[config.mk]
export PLATFORM = sky130hd
export DESIGN_NAME = accum_group_8bit
export DESIGN_NICKNAME = d
export VERILOG_FILES = /design/src/rtl/accum_group_8bit.sv
export SDC_FILE = /design/constraint.sdc
export NUM_CORES = 1
export LEC_CHECK = 0
export BUFFER_PORTS_ARGS = -buffer_cell sky130_fd_sc_hd__buf_2
export CAP_MARGIN = 0
export CORE_ASPECT_RATIO = 2
export CORE_MARGIN = 2
export CORE_UTILIZATION = 50
export CTS_CLUSTER_SIZE = 24
export DETAILED_ROUTE_END_ITERATION = 7
export GPL_ROUTABILITY_DRIVEN = 0
export PLACE_DENSITY = 0.75
export RECOVER_POWER = 25
export SETUP_SLACK_MARGIN = 0.1
export SLEW_MARGIN = 20
export SYNTH_ARGS = -nofsm -noshare
export SYNTH_HDL_FRONTEND = slang
export SYNTH_SLANG_ARGS = --single-unit
[constraint.sdc]
create_clock -name clk -period 1.8 [get_ports clk]
set_input_delay 0.09 -clock clk [delete_from_list [all_inputs] [get_ports clk]]
set_output_delay 0.09 -clock clk [all_outputs]
set_load 0.01 [all_outputs]
[src/rtl/accum_group_8bit.sv]
// rtl/accum_group_8bit.sv - sums groups of N unsigned 8-bit operands into 12-bit results
//
// Purpose: collects N input beats into a running sum, then presents the group
// sum on a valid/ready output until it is taken downstream.
//
// Ports:
//   clk        in   1   clock, rising edge
//   rst_n      in   1   asynchronous active-low reset
//   data_in    in   8   unsigned operand
//   valid_in   in   1   data_in valid
//   ready_in   out  1   block can accept data_in this cycle
//   data_out   out  12  unsigned group sum
//   valid_out  out  1   data_out valid
//   ready_out  in   1   downstream accepts data_out this cycle
module accum_group_8bit #(
  parameter int N = 4
) (
  input  logic        clk,
  input  logic        rst_n,
  input  logic [7:0]  data_in,
  input  logic        valid_in,
  output logic        ready_in,
  output logic [11:0] data_out,
  output logic        valid_out,
  input  logic        ready_out
);

  typedef enum logic {COLLECT, PRESENT} state_t;

  localparam logic [3:0] LAST = 4'(N - 1);

  state_t      state, state_nx;
  logic [11:0] acc, acc_nx;
  logic [3:0]  cnt, cnt_nx;
  logic [11:0] data_out_nx;
  logic        valid_out_nx;

  logic        in_beat;
  logic        out_beat;
  logic [11:0] data_ext;

  // While a result is pending, new data may only enter on the same cycle the
  // result leaves, so the input side stalls exactly as long as the output does.
  assign ready_in = (state == COLLECT) ? 1'b1 : ready_out;
  assign in_beat  = valid_in & ready_in;
  assign out_beat = valid_out & ready_out;
  assign data_ext = {4'd0, data_in};

  always_ff @(posedge clk or negedge rst_n) begin
    if (!rst_n) begin
      state     <= COLLECT;
      acc       <= '0;
      cnt       <= '0;
      data_out  <= '0;
      valid_out <= 1'b0;
    end else begin
      state     <= state_nx;
      acc       <= acc_nx;
      cnt       <= cnt_nx;
      data_out  <= data_out_nx;
      valid_out <= valid_out_nx;
    end
  end

  always_comb begin
    state_nx     = state;
    acc_nx       = acc;
    cnt_nx       = cnt;
    data_out_nx  = data_out;
    valid_out_nx = valid_out;
    case (state)
      COLLECT: begin
        if (in_beat) begin
          if (cnt == LAST) begin
            data_out_nx  = acc + data_ext;
            acc_nx       = '0;
            cnt_nx       = '0;
            valid_out_nx = 1'b1;
            state_nx     = PRESENT;
          end else begin
            acc_nx = acc + data_ext;
            cnt_nx = cnt + 4'd1;
          end
        end
      end
      PRESENT: begin
        if (out_beat) begin
          valid_out_nx = 1'b0;
          state_nx     = COLLECT;
          // An input beat here implies an output beat; it opens the next group.
          if (in_beat) begin
            acc_nx = data_ext;
            cnt_nx = 4'd1;
          end
        end
      end
      default: state_nx = COLLECT;
    endcase
  end

endmodule
==> impl_metrics.json <==
{
  "cpPeakStageDelay_ns": 0.41,
  "clk_pin_slew_ns": 0.06,
  "diodes": 0,
  "worstHoldPathType": "in2reg",
  "setup_viol": 13,
  "syn_area_per_cell_um2": 9.688,
  "clock.fmax_mhz": 515.7,
  "wirelength_um": 4477,
  "whs_ns": 0.03589,
  "ys_ff_latch": 30,
  "finalHoldViolCount": 0,
  "tritoncts": "built",
  "grt_max_degree": 31,
  "synth.distinct_cells": 41,
  "ant_nets": 0,
  "synth-main-ff-cell": "dfrtp_1",
  "r2r_slack_ns": -0.14,
  "std_cell_rows": 29,
  "power_density_nw_per_um2": 1855,
  "critPathBufInv": 1,
  "crit_chain": "ha_4 -> fa_2 -> buf_4 -> a21o_2 -> a21oi_2 -> xor2_1 -> o22ai_1",
  "async_flop_share_pct": 100.0,
  "critPathRequiredTime_ns": 1.96,
  "route.detailed.drc": 0,
  "htreeDepth": 2,
  "die_w_um": 44.70,
  "critical_path_class": "reg2reg",
  "path_max_fanout": 2,
  "crit_arrival_ns": 2.10,
  "utilization_pct": 71.90,
  "grt_overflow": 0,
  "portBuffers": 25,
  "synth_top_area_cell": "dfrtp_1",
  "antenna_found_initial": 0,
  "slowest_stage": "dfrtp_1",
  "die_area_um2": 3817,
  "nets": 246,
  "failed_checks": "negative setup slack",
  "vias": 1552,
  "tightest_slew_ns": 0.7380,
  "floorplan.initialDensity_pct": 52.48,
  "synth_top_area_share_pct": 45.32,
  "route.detailed.wl_per_inst_um": 17.49,
  "clk_latency_ns": 0.29,
  "min_path_cells": 2,
  "r2r_cells": 7,
  "r2r_start": "acc[0]",
  "min_period_over_period_pct": 107.7,
  "clockBufferDepth": 2,
  "drtIter0Drc": 47,
  "ys_seq_area_share_pct": 45.32,
  "ys_warn_count": 0,
  "worst_r2r_endpoint": "acc[4]",
  "startpoint_type": "register",
  "chipHeight_um": 85.40,
  "rsz0062_at_grt": "yes",
  "maxSlewViolCount": 0,
  "drive_above_1_share_pct": 33.78,
  "crit_family": "adder cells",
  "dr.pass1.iters": 4,
  "timing.slew.headroom_pct": 50.80,
  "synth_cells": 171,
  "hold_end": "valid_out",
  "cts-root-buf": "clkbuf_8",
  "coreArea_um2": 3157,
  "grt_pass1_vias": 1609,
  "fin_skew_ns": 0.005001,
  "synth-edff-count": 0,
  "cap_violations": 0,
  "post-route-min-period_ns": 1.939,
  "cts_buffers": 5,
  "grt_usage_pct": 25.77,
  "clock_sinks": 30,
  "fin_ws_ns": -0.1390,
  "syn_to_final_growth_pct": 37.01,
  "worst_setup_path_end_kind": "register",
  "status": "finished, violations left",
  "worstHoldStart": "ready_out",
  "via_per_inst": 6.063,
  "syn_area_um2": 1657,
  "synth_area_leaders": "dfrtp_1 45%, ha_1 6.8%, o21ai_0 5.4%, nand2_1 5.2%, a21oi_1 4.5%",
  "grt_pass1_wl_um": 7189,
  "syn_nets": 193,
  "io_pins": 26,
  "dp_slack_ns": -0.1072,
  "dp_hpwl_um": 3043,
  "p_leak_nw": 1.037,
  "ir_drop_mv": 1.253
}
worst reg2reg max path: stages (launching register included):
cell,delay [ns]
dfrtp_1,0.41
ha_4,0.18
fa_2,0.38
buf_4,0.15
a21o_2,0.22
a21oi_2,0.15
xor2_1,0.20
o22ai_1,0.12
per-stage QoR:
step	std cells	cell area [µm²]	setup TNS, ns	total power, mW
final	256	2270	-0.7332	4.209
after global routing	256	2270	-1.916	4.478
after CTS	252	2215	-0.7580	4.014
after floorplan	171	1684	-0.008718	2.392
after detailed placement	238	1952	-0.6240	3.075
after global placement	238	1952	-0.05483	2.958
worst max-delay path by stage:
stage	slack [ns]	from	endpoint	cells past startpoint
4_1_cts	-0.12	acc[0]	data_out[10]	7
6_report	-0.14	acc[0]	acc[4]	7
3_5_place_dp	-0.11	acc[0]	data_out[9]	8
2_1_floorplan	-0.009	acc[0]	data_out[10]	7
5_1_grt	-0.20	acc[0]	acc[4]	7
3_3_place_gp	-0.04	acc[0]	data_out[10]	7
report_power, final:
part | internal [mW] | switching (mW) | leakage (nW)
registers | 0.956 | 0.236 | 0.378
clock network | 0.385 | 0.254 | 0.0575
logic | 1.17 | 1.21 | 0.601
cells in the final DEF (no fill, tap or decap), types with 3 or more instances in the layout:
master,synthesis,routed
a31oi_1,4,4
xor2_1,4,4
buf_4,0,22
o21ai_2,1,3
clkbuf_1,5,12
buf_6,0,4
a21o_1,4,4
buf_2,1,12
nor3_1,4,3
nand2_1,23,23
a21oi_1,15,13
o22ai_1,4,4
o21ai_0,18,8
inv_1,3,3
nor2_1,5,5
o21ai_1,3,11
clkbuf_8,0,8
ha_1,9,4
ha_4,0,4
dfrtp_1,30,30
layer usage:
layer  routed length, µm  track usage [%]
met4                 141            14.33
met3                 271            6.596
met5                   0                0
met1                1647            25.62
met2                2417            45.45
cell usage after synthesis, types with 5 or more instances:
cell      instances
dfrtp_1          30
nand2_1          23
o21ai_0          18
a21oi_1          15
ha_1              9
clkbuf_1          5
nor2_1            5
xnor2_1           5
cells by family (layout without fill, tap and decap cells):
kind of cell    after synthesis  count (layout)  share of synthesized area, %
xor+xnor                      9               9                         4.758
mux                           3               3                         1.964
simple gates                 47              47                         14.05
buf+inv                       9              63                         2.115
compound gates               63              63                         23.79
fa+ha+maj                    10              10                         8.006
flops                        30              30                         45.32
area by class of cell:
type,instances,area [µm²]
Timing Repair Buffer,52,330.3
Sequential cell,30,750.7
Fill cell,225,887.1
Clock buffer,8,110.1
Tap cell,31,38.79
Multi-Input combinational cell,132,1028
Inverter,3,11.26
sequential cells by signal (all words and copies together), names as in the netlist:
register / count
acc: 12
cnt: 4
data_out: 12
state: 1
valid_out: 1
timing repair:
item                                    4_1_cts  5_1_grt
endpoints found under the setup margin       15       26
hold buffers                                  1        0
pin swaps                                    10       10
setup buffers                                 5        5
endpoints found under the hold margin        30        0
cloned                                        0        0
resized for setup                            19       13
(Power assumes the default switching activity.)
